## src/rtl/mem_wb_multi.sv

```systemverilog
// Multi-lane MEM->WB pipeline register with in-order exception/ERTN arbitration and CSR trap interface.
// Latency: 1 cycle for writeback/commit registers; trap/ERTN interface is combinational from MEM.
// Backpressure: stall holds WB data and inserts a bubble with no trap; flush clears all lanes.
module mem_wb_multi #(
  parameter int LANES   = 2,
  parameter int DATA_W  = 32,
  parameter int RADDR_W = 5,
  parameter int EXCP_W  = 16
) (
  input  logic                       clk,
  input  logic                       rst,
  input  logic                       stall,
  input  logic                       flush,
  input  logic [LANES-1:0]           mem_valid,
  input  logic [LANES*RADDR_W-1:0]   mem_wd,
  input  logic [LANES-1:0]           mem_wreg,
  input  logic [LANES*DATA_W-1:0]    mem_wdata,
  input  logic [LANES*DATA_W-1:0]    mem_pc,
  input  logic [LANES*32-1:0]        mem_instr,
  input  logic [LANES*DATA_W-1:0]    mem_vaddr,
  input  logic [LANES*EXCP_W-1:0]    mem_excp_num,
  input  logic [LANES-1:0]           mem_ertn,
  input  logic [LANES-1:0]           mem_csr_we,
  input  logic [LANES*14-1:0]        mem_csr_addr,
  input  logic [LANES*DATA_W-1:0]    mem_csr_data,
  input  logic [LANES-1:0]           mem_llbit_we,
  input  logic [LANES-1:0]           mem_llbit_value,
  output logic [LANES-1:0]           wb_valid,
  output logic [LANES*RADDR_W-1:0]   wb_wd,
  output logic [LANES-1:0]           wb_wreg,
  output logic [LANES*DATA_W-1:0]    wb_wdata,
  output logic [LANES-1:0]           wb_csr_we,
  output logic [LANES*14-1:0]        wb_csr_addr,
  output logic [LANES*DATA_W-1:0]    wb_csr_data,
  output logic [LANES-1:0]           wb_llbit_we,
  output logic [LANES-1:0]           wb_llbit_value,
  output logic [LANES-1:0]           debug_commit_valid,
  output logic [LANES*DATA_W-1:0]    debug_commit_pc,
  output logic [LANES*32-1:0]        debug_commit_instr,
  output logic                       excp_flush,
  output logic                       ertn_flush,
  output logic [DATA_W-1:0]          csr_era,
  output logic [5:0]                 csr_ecode,
  output logic [8:0]                 csr_esubcode,
  output logic                       va_error,
  output logic [DATA_W-1:0]          bad_va,
  output logic                       excp_tlb,
  output logic                       excp_tlbrefill,
  output logic [18:0]                excp_tlb_vppn,
  output logic [31:0]                retire_cnt,
  output logic [31:0]                trap_cnt
);

  // Trap lane index needs to represent LANES itself, meaning "no trapping lane".
  localparam int TW = $clog2(LANES + 1);

  logic            go;
  logic            advance;
  logic [LANES-1:0] lane_live;
  logic [LANES-1:0] commit_mask;
  logic [TW-1:0]   trap_lane;
  logic            has_trap;
  logic [EXCP_W-1:0] t_excp;
  logic            t_ertn;
  logic [DATA_W-1:0] t_pc;
  logic [DATA_W-1:0] t_vaddr;
  logic [15:0]     excp16;
  logic [3:0]      cause_idx;
  logic            fetch_side;
  logic            data_side;
  logic [31:0]     retire_inc;
  logic [31:0]     retire_q;
  logic [31:0]     trap_q;

  assign go      = ~stall & ~flush & ~rst;
  assign advance = ~stall & ~flush;

  // A lane is a trap candidate when it is valid and carries an exception or ERTN.
  always_comb begin
    lane_live = '0;
    for (int i = 0; i < LANES; i++) begin
      lane_live[i] = mem_valid[i] & ((|mem_excp_num[i*EXCP_W +: EXCP_W]) | mem_ertn[i]);
    end
  end

  // Oldest candidate wins; lanes older than it commit, it and younger lanes are squashed.
  always_comb begin
    trap_lane = TW'(LANES);
    has_trap  = 1'b0;
    for (int i = LANES - 1; i >= 0; i--) begin
      if (lane_live[i]) begin
        trap_lane = TW'(i);
        has_trap  = 1'b1;
      end
    end
  end

  // Committing lanes and their count for the retire counter.
  always_comb begin
    commit_mask = '0;
    retire_inc  = '0;
    for (int i = 0; i < LANES; i++) begin
      commit_mask[i] = mem_valid[i] & (TW'(i) < trap_lane);
      retire_inc     = retire_inc + 32'(commit_mask[i]);
    end
  end

  // Select the trapping lane's cause vector, ERTN flag, PC and data address.
  always_comb begin
    t_excp  = '0;
    t_ertn  = 1'b0;
    t_pc    = '0;
    t_vaddr = '0;
    for (int i = 0; i < LANES; i++) begin
      if (has_trap && (TW'(i) == trap_lane)) begin
        t_excp  = mem_excp_num[i*EXCP_W +: EXCP_W];
        t_ertn  = mem_ertn[i];
        t_pc    = mem_pc[i*DATA_W +: DATA_W];
        t_vaddr = mem_vaddr[i*DATA_W +: DATA_W];
      end
    end
  end

  // Exception beats ERTN when both sit in the trapping lane; nothing fires while stalled/flushed.
  assign excp_flush = go & has_trap & (|t_excp);
  assign ertn_flush = go & has_trap & t_ertn & ~(|t_excp);

  // Lowest set cause bit is the highest-priority cause.
  always_comb begin
    excp16    = 16'(t_excp);
    cause_idx = 4'd0;
    for (int b = 15; b >= 0; b--) begin
      if (excp16[b]) cause_idx = 4'(b);
    end
  end

  assign fetch_side = (cause_idx >= 4'd1) && (cause_idx <= 4'd4);
  assign data_side  = (cause_idx >= 4'd9);

  // Decode cause into CSR trap information; all zero unless an exception is taken.
  always_comb begin
    csr_era        = '0;
    csr_ecode      = '0;
    csr_esubcode   = '0;
    va_error       = 1'b0;
    bad_va         = '0;
    excp_tlb       = 1'b0;
    excp_tlbrefill = 1'b0;
    excp_tlb_vppn  = '0;
    if (excp_flush) begin
      csr_era = t_pc;
      case (cause_idx)
        4'd0:    csr_ecode = 6'h00; // INT
        4'd1:    csr_ecode = 6'h08; // ADEF
        4'd2:    csr_ecode = 6'h3F; // TLBR (fetch)
        4'd3:    csr_ecode = 6'h03; // PIF
        4'd4:    csr_ecode = 6'h07; // PPI (fetch)
        4'd5:    csr_ecode = 6'h0B; // SYS
        4'd6:    csr_ecode = 6'h0C; // BRK
        4'd7:    csr_ecode = 6'h0D; // INE
        4'd8:    csr_ecode = 6'h0E; // IPE
        4'd9:    csr_ecode = 6'h09; // ALE
        4'd10:   csr_ecode = 6'h08; // ADEM
        4'd11:   csr_ecode = 6'h3F; // TLBR (data)
        4'd12:   csr_ecode = 6'h04; // PME
        4'd13:   csr_ecode = 6'h07; // PPI (data)
        4'd14:   csr_ecode = 6'h02; // PIS
        default: csr_ecode = 6'h01; // PIL
      endcase
      csr_esubcode   = (cause_idx == 4'd10) ? 9'd1 : 9'd0;
      va_error       = fetch_side | data_side;
      bad_va         = fetch_side ? t_pc : (data_side ? t_vaddr : '0);
      excp_tlb       = ((cause_idx >= 4'd2) && (cause_idx <= 4'd4)) || (cause_idx >= 4'd11);
      excp_tlbrefill = (cause_idx == 4'd2) || (cause_idx == 4'd11);
      excp_tlb_vppn  = fetch_side ? t_pc[31:13] : (data_side ? t_vaddr[31:13] : 19'd0);
    end
  end

  // WB register: reset/flush clear everything, stall bubbles but keeps data, else load MEM.
  always_ff @(posedge clk) begin
    if (rst || flush) begin
      wb_valid           <= '0;
      wb_wd              <= '0;
      wb_wreg            <= '0;
      wb_wdata           <= '0;
      wb_csr_we          <= '0;
      wb_csr_addr        <= '0;
      wb_csr_data        <= '0;
      wb_llbit_we        <= '0;
      wb_llbit_value     <= '0;
      debug_commit_valid <= '0;
      debug_commit_pc    <= '0;
      debug_commit_instr <= '0;
    end else if (stall) begin
      wb_valid           <= '0;
      wb_wreg            <= '0;
      wb_csr_we          <= '0;
      wb_llbit_we        <= '0;
      debug_commit_valid <= '0;
    end else begin
      wb_valid           <= commit_mask;
      wb_wd              <= mem_wd;
      wb_wreg            <= mem_wreg & commit_mask;
      wb_wdata           <= mem_wdata;
      wb_csr_we          <= mem_csr_we & commit_mask;
      wb_csr_addr        <= mem_csr_addr;
      wb_csr_data        <= mem_csr_data;
      wb_llbit_we        <= mem_llbit_we & commit_mask;
      wb_llbit_value     <= mem_llbit_value;
      debug_commit_valid <= commit_mask;
      debug_commit_pc    <= mem_pc;
      debug_commit_instr <= mem_instr;
    end
  end

  // Wrapping retire/trap performance counters.
  always_ff @(posedge clk) begin
    if (rst) begin
      retire_q <= '0;
      trap_q   <= '0;
    end else begin
      if (advance) retire_q <= retire_q + retire_inc;
      if (excp_flush || ertn_flush) trap_q <= trap_q + 32'd1;
    end
  end

  assign retire_cnt = retire_q;
  assign trap_cnt   = trap_q;

endmodule

```

## config.mk

```make
export PLATFORM = sky130hd
export DESIGN_NAME = mem_wb_multi
export DESIGN_NICKNAME = d
export VERILOG_FILES = /design/src/rtl/mem_wb_multi.sv
export SDC_FILE = /design/constraint.sdc
export NUM_CORES = 1
export LEC_CHECK = 0
export CAP_MARGIN = 10
export CORE_AREA = 5 5 336 338
export CTS_CLUSTER_DIAMETER = 30
export DETAILED_ROUTE_END_ITERATION = 16
export DIE_AREA = 0 0 341 343
export DONT_BUFFER_PORTS = 1
export HOLD_SLACK_MARGIN = 0.12
export PLACE_DENSITY_LB_ADDON = 0.1
export RECOVER_POWER = 50
export SYNTH_ARGS = -nofsm -noshare
export SYNTH_HDL_FRONTEND = slang
export SYNTH_SLANG_ARGS = --single-unit
export TNS_END_PERCENT = 30
```

## constraint.sdc

```tcl
create_clock -name clk -period 5.82 [get_ports clk]
set_clock_uncertainty 0.15 [all_clocks]
set_input_delay 1.164 -clock clk [delete_from_list [all_inputs] [get_ports clk]]
set_output_delay 1.164 -clock clk [all_outputs]
set_load 0.1 [all_outputs]
```

Word-level counts from Yosys, hierarchy flattened
Memory sizes are Yosys's and may differ from the RTL's.
Index checks and enable logic that the tools add are counted.
Cells by class
  add/subtract/negate cells: 3
  $lt $le $gt $ge: 7
  equal/unequal tests: 4
  muxes and demuxes: 41
  bitwise operators: 20
  reduce and logical (&&, ||, !) cells: 13
Operator list (number)
  2-to-1 mux 32 bit: 8
  2-to-1 mux 4 bit: 16
  2-to-1 mux 19 bit: 3
  OR reduction 16 bit: 3
  adder 32 x 1 -> 32 bit (second input constant): 1
  adder 32 x 2 -> 32 bit: 1
  2-to-1 mux 16 bit: 2
  AND 1 bit: 10
  2-to-1 mux 1 bit: 9
  equality test 4 bit (second input constant): 2
  >= comparator 4 bit (second input constant): 2
  AND 2 bit: 3
  2-to-1 mux 6 bit: 1
  equality test 4 x 2 -> 1 bit (second input constant): 1
  >= comparator 4 x 1 -> 1 bit (second input constant): 1
  >= comparator 4 x 2 -> 1 bit (second input constant): 1
  less-or-equal comparator 4 x 3 -> 1 bit (second input constant): 1
  logical AND 1 bit: 4
  logical OR 1 bit: 4
  < comparator 1 x 2 -> 1 bit (first input constant): 2
  2-to-1 mux 2 bit: 2
  NOT 1 bit: 4
  OR 1 bit: 3
  adder 1 x 1 -> 2 bit: 1
  3 further kinds: 3
Storage, ports and cells
  bits in registers: 368
  memory bits (read-only): 96
  bits of input ports: 406
  logic and storage cells: 102
  memories kept: 1
Memory list
  (no name shown): depth 16, width 6, rd ports 1, clocked after memory_dff 0, wr ports 0, RTL line 152  | case (cause_idx)

Longest topological paths before layout
  depth in word-level cells: 29
  mapped depth: 14

Worst setup path after synthesis
OpenSTA, ideal clock, no wires.
  kind: in2out
  from: in mem_excp_num[12]
  to: out ertn_flush
  arrival time: 7362 ps
  required time: 4506 ps
  slack: -2856 ps
  cell stages on the path: 6
  buffers on the path: 1
  cell sequence: or4_4 > or3_4 > o21ai_1 > buf_2 > nand3_1 > a2111oi_0
On the way
  word-level cells in the longest chain between the ends: 11
  elaborated cells on any way between the ends: 18
RTL lines
  start: declaration: RTL line 21  | input logic [LANES*EXCP_W-1:0] mem_excp_num,
  OR reduction 16 bit: RTL line 82  | lane_live[i] = mem_valid[i] & ((|mem_excp_num[i*EXCP_W +: EXCP_W]) | mem_ertn[i]);
  OR 1 bit: RTL line 82
  AND 1 bit: RTL line 82
  2-to-1 mux 2 bit: RTL line 91  | if (lane_live[i]) begin
  logical NOT 2 bit: RTL line 115  | if (has_trap && (TW'(i) == trap_lane)) begin
  logical AND 1 bit: RTL line 115
  2-to-1 mux 16 bit (2 in a row): RTL line 115
  OR reduction 16 bit: RTL line 126  | assign ertn_flush = go & has_trap & t_ertn & ~(|t_excp);
  NOT 1 bit: RTL line 126
  AND 1 bit (*): RTL line 126
  end: declaration: RTL line 41  | output logic ertn_flush,
Mark *: on every way between the ends. The rest lies on a longest branch, timed or not.

Worst setup path in the final report
  from: in mem_excp_num[12]
  to: out bad_va[22]
On the way
  word-level cells in the longest chain between the ends: 28
  elaborated cells on any way between the ends: 41
RTL lines
  OR reduction 16 bit: RTL line 82
  OR 1 bit: RTL line 82
  AND 1 bit: RTL line 82
  2-to-1 mux 2 bit: RTL line 91
  logical NOT 2 bit: RTL line 115
  logical AND 1 bit: RTL line 115
  2-to-1 mux 16 bit (2 in a row): RTL line 115
  2-to-1 mux 4 bit (16 in a row): RTL line 133  | if (excp16[b]) cause_idx = 4'(b);
  >= comparator 4 bit, or another cell as far along: RTL line 138  | assign data_side = (cause_idx >= 4'd9);
  2-to-1 mux 32 bit / logical AND 1 bit (equally long branches): RTL line 172, 137
  2-to-1 mux 32 bit: RTL line 172  | bad_va = fetch_side ? t_pc : (data_side ? t_vaddr : '0);
  2-to-1 mux 32 bit (*): RTL line 150  | if (excp_flush) begin
  end: declaration: RTL line 46  | output logic [DATA_W-1:0] bad_va,
Marks and branches as above.

==> metrics.md <==
| Metric | Value |
|---|---|
| Flop2flop setup slack | 1670 ps |
| Die height | 343 um |
| Xor/xnor share of the synthesized area | 0.03128 |
| Worst Path Max Fanout | 16 |
| Vias in the first global route | 13580 |
| CTS Buffer Depth | 3 |
| Cell depth of the worst setup path | 15 |
| Sequential area share after synthesis | 0.4698 |
| Post-Syn Area per Cell | 9.668 sq um |
| Crit path largest cell delay | 530 ps |
| Mapped cell area | 15680 sq um |
| Post-synth EDFFs | 0 |
| Row count | 122 |
| Placed cell count | 3109 |
| Violated checks | max-capacitance violations, max-slew violations |
| Reg2reg start | trap_cnt[9] |
| Remaining DRCs | 0 |
| Initial antenna violation count | 13 |
| P per Cell Area | 441.7 nW/um^2 |
| Max-slew violations | 309 |
| R2r endpoint | trap_cnt[19] |
| Reg clk slew, reported paths | 40 ps |
| Largest net degree at the start of global routing | 300 |
| Buf/Inv on CP | 5 |
| Routed WL per cell | 24.23 um |
| Area grow syn2layout | 53.29% |
| Compound-Gate Fraction of Synth Area | 0.1006 |
| CTS Buf Count | 121 |
| Adder-Cell Fraction of Synth Area | 0.007660 |
| CP Capture Type | primary output |
| TritonCTS clock tree | yes |
| Via Count | 13100 |
| DP Area | 19760 sq um |
| Critical Path Start | mem_excp_num[12] |
| Seq pwr share | 0.295 |
| Worst Max-Slew Pin Slew | 2683 ps |
| Fmax achieved | 0.1734 GHz |
| Fin crit period | 5768 ps |
| Yosys reg bits | 368 |
| PnR worst setup slack | 51.63 ps |
| Pre-CTS WS | -21.50 ps |
| Core footprint | 109800 sq um |
| Routability cong. | 0.8176 |
| Final worst path period share | 0.9911 |
| Sw Ratio | 0.2687 |
| Switching power | 2.852 mW |
| WS Path Type | in -> out |
| Die area | 117000 sq um |
| R2R depth | 8 |
| Prevailing post-synth register cell | dfxtp_1 |
| Worst Path Required | 4510 ps |
| Antenna Nets Post-Route | 0 |
| Peak VDD IR | 220.8 uV |
| Drt total wl | 81090 um |
| Synth cell types | 68 |
| Ys Warns | 0 |
| Commonest non-fill, non-tap cell in the layout | nor2_1 |
| Worst setup SP type | input port |
| Hold Path Origin | wb_csr_data[38] |
| Crit-path cells | or4_4 > or3_4 > buf_6 > o211ai_1 > o32ai_2 > a2bb2oi_2 > inv_1 > ha_2 > nand2b_1 > a21boi_4 > a41oi_4 > buf_12 > o32ai_4 > buf_4 > buf_16 |
| First-pass GRT wire length | 109400 um |
| GRT Total Usage | 0.1300 |
| Worst path arrival time | 4450 ps |
| Hpwl dp | 63390 um |
| Mux share of post-synthesis cell area | 0.1909 |
| Cell count after synthesis | 1622 |
| Cell area after layout | 24040 sq um |
| Final setup fails | 0 |
| Via density | 3.915 |
| Hold crit path type | reg -> reg |
| Congestion Overflow GR | 0 |
| Final Hold Fails | 0 |
| Status | finished, violations left |
| Skew-Pair Late Insertion Delay | 670 ps |
| Max Cap Viol | 6 |
| Nets | 2222 |
| Largest family of logic cells by synthesized area | multiplexers |
| Largest delay share family, worst path | compound AO/OA/AOI/OAI gates |
| CTS H-tree depth | 3 |
| Part of the power in combinational logic | 0.064 |
| # IOs | 879 |
| LEAKAGE | 9.459 nW |
| Die width | 341 um |
| Clock Power Share | 0.641 |
| Async set-or-reset flop fraction in the synthesized netlist | 0 |
| Layout cell share with drive strength beyond 1 | 0.2473 |
| Port bufs | 0 |
| Post-Synth Simple-Gate Area | 0.1530 |
| Setup crit end | bad_va[22] |
| Starting Density | 0.1429 |
| Non-Filler Instances | 3346 |
| RSZ-0062 raised after global routing | yes |
| Router iterations before antenna repair | 5 |
| Most frequent cells in the layout | 382 x nor2_1, 366 x dfxtp_1, 298 x mux2i_1 |
| Initial DRC count | 529 |
| Worst rel slew slack | -0.7888 |
| Root buffer cell | clkbuf_16 |
| CP max-delay cell | or4_4 |
| CTS Sinks | 368 |
| Pint | 7.765 mW |
-- layout make-up --
cell class | count | area, sq um
repair buffers | 190 | 2187
clock inverters | 65 | 882.1
well taps | 1426 | 1784
fillers | 11830 | 85710
flip-flops and latches | 368 | 7370
multi-input cells | 1108 | 8249
inverters | 18 | 67.56
clock buffers | 164 | 3481
diodes | 7 | 17.52
-- what timing repair did --
action	4_1_cts	5_1_grt
hold buffers	0	0
endpoints found under the setup margin	35	49
gates resized for setup	2	9
pin swaps	1	5
buffers inserted	0	1
-- cells in the mapped netlist (3+ instances only) --
library cell | number | area share
nor2_1 | 414 | 0.099
dfxtp_1 | 368 | 0.47
mux2i_1 | 298 | 0.19
a22oi_1 | 68 | 0.033
clkbuf_1 | 61 | 0.015
xor2_1 | 42 | 0.023
buf_4 | 33 | 0.016
nand2_1 | 33 | 0.0079
buf_1 | 32 | 0.0077
nand3_1 | 30 | 0.0096
o32ai_2 | 30 | 0.031
nand4_1 | 18 | 0.0072
inv_1 | 16 | 0.0038
a21oi_1 | 15 | 0.0048
xnor2_1 | 14 | 0.0078
o21ai_0 | 11 | 0.0035
nor3_1 | 10 | 0.0032
or4_1 | 9 | 0.0043
ha_1 | 8 | 0.0064
and2_1 | 7 | 0.0028
and3_1 | 7 | 0.0028
nor2b_1 | 7 | 0.0028
buf_2 | 6 | 0.0019
or3_1 | 6 | 0.0024
and4_1 | 5 | 0.0028
or2_2 | 5 | 0.0020
a2111oi_0 | 4 | 0.0022
nand2b_1 | 4 | 0.0016
a2bb2oi_1 | 3 | 0.0017
buf_6 | 3 | 0.0022
nor4_1 | 3 | 0.0012
o21a_1 | 3 | 0.0014
o32ai_1 | 3 | 0.0017
-- power groups by stage --
stage	Combinational (mW)	Clock, mW	Sequential, mW
global route	0.729	7.14	3.14
detailed placement	0.690	0	3.18
global placement	0.686	0	3.18
CTS	0.692	6.99	3.14
floorplan	0.523	0	3.16
finish	0.684	6.80	3.13
-- worst min-delay path: cells and delay by family (launching register included) --
kind             cells  cell delay, ps
and+or+nand+nor      1              70
DFF                  1             320
muxes                1              70
-- kinds of logic (layout without fill, tap and decap cells) --
logic type / count (synthesis) / in the layout
AND/OR/NAND/NOR: 563 / 563
flip-flops: 368 / 368
multiplexers: 299 / 299
AO/OA/AOI/OAI: 173 / 173
buffers and inverters: 153 / 437
XOR/XNOR: 56 / 56
adder cells (fa/ha/maj): 9 / 9
other: 1 / 15
-- flip-flops by register name (all words and copies together) (netlist names) --
name                cells
debug_commit_instr     64
wb_llbit_value          2
wb_llbit_we             2
debug_commit_pc        64
retire_cnt             32
wb_wreg                 2
wb_csr_addr            28
debug_commit_valid      2
wb_csr_data            64
wb_wd                  10
wb_wdata               64
trap_cnt               32
wb_csr_we               2
-- per-stage QoR --
step / power [mW] / utilization / TNS (ps) / hold slack (ps)
CTS: 10.81 / 0.2199 / 0 / 334.2
floorplan: 3.686 / - / -11480 / 790.5
detailed placement: 3.868 / 0.1800 / -117.9 / 336.6
finish: 10.62 / 0.2190 / 0 / 340.6
global placement: 3.866 / 0.1800 / -6.152 / 335.9
global route: 11.01 / 0.2189 / -512.6 / 360.8
-- per-layer routing --
layer | up-vias | track usage | share of wire
met5 | - | 0 | 0.00076
met4 | 10 | 0.04516 | 0.023
met3 | 130 | 0.06030 | 0.10
met2 | 638 | 0.2408 | 0.53
met1 | 6264 | 0.1275 | 0.34
li1 | 6057 | - | -
-- how the worst min path moves through the flow --
stage / depth (start not counted) / to
2_1_floorplan: 2 / retire_cnt[0]
3_3_place_gp: 2 / wb_csr_data[57]
3_5_place_dp: 2 / wb_csr_data[38]
4_1_cts: 1 / retire_cnt[6]
5_1_grt: 1 / trap_cnt[25]
6_report: 2 / wb_csr_data[38]
Power figures use the tool's default switching activity.
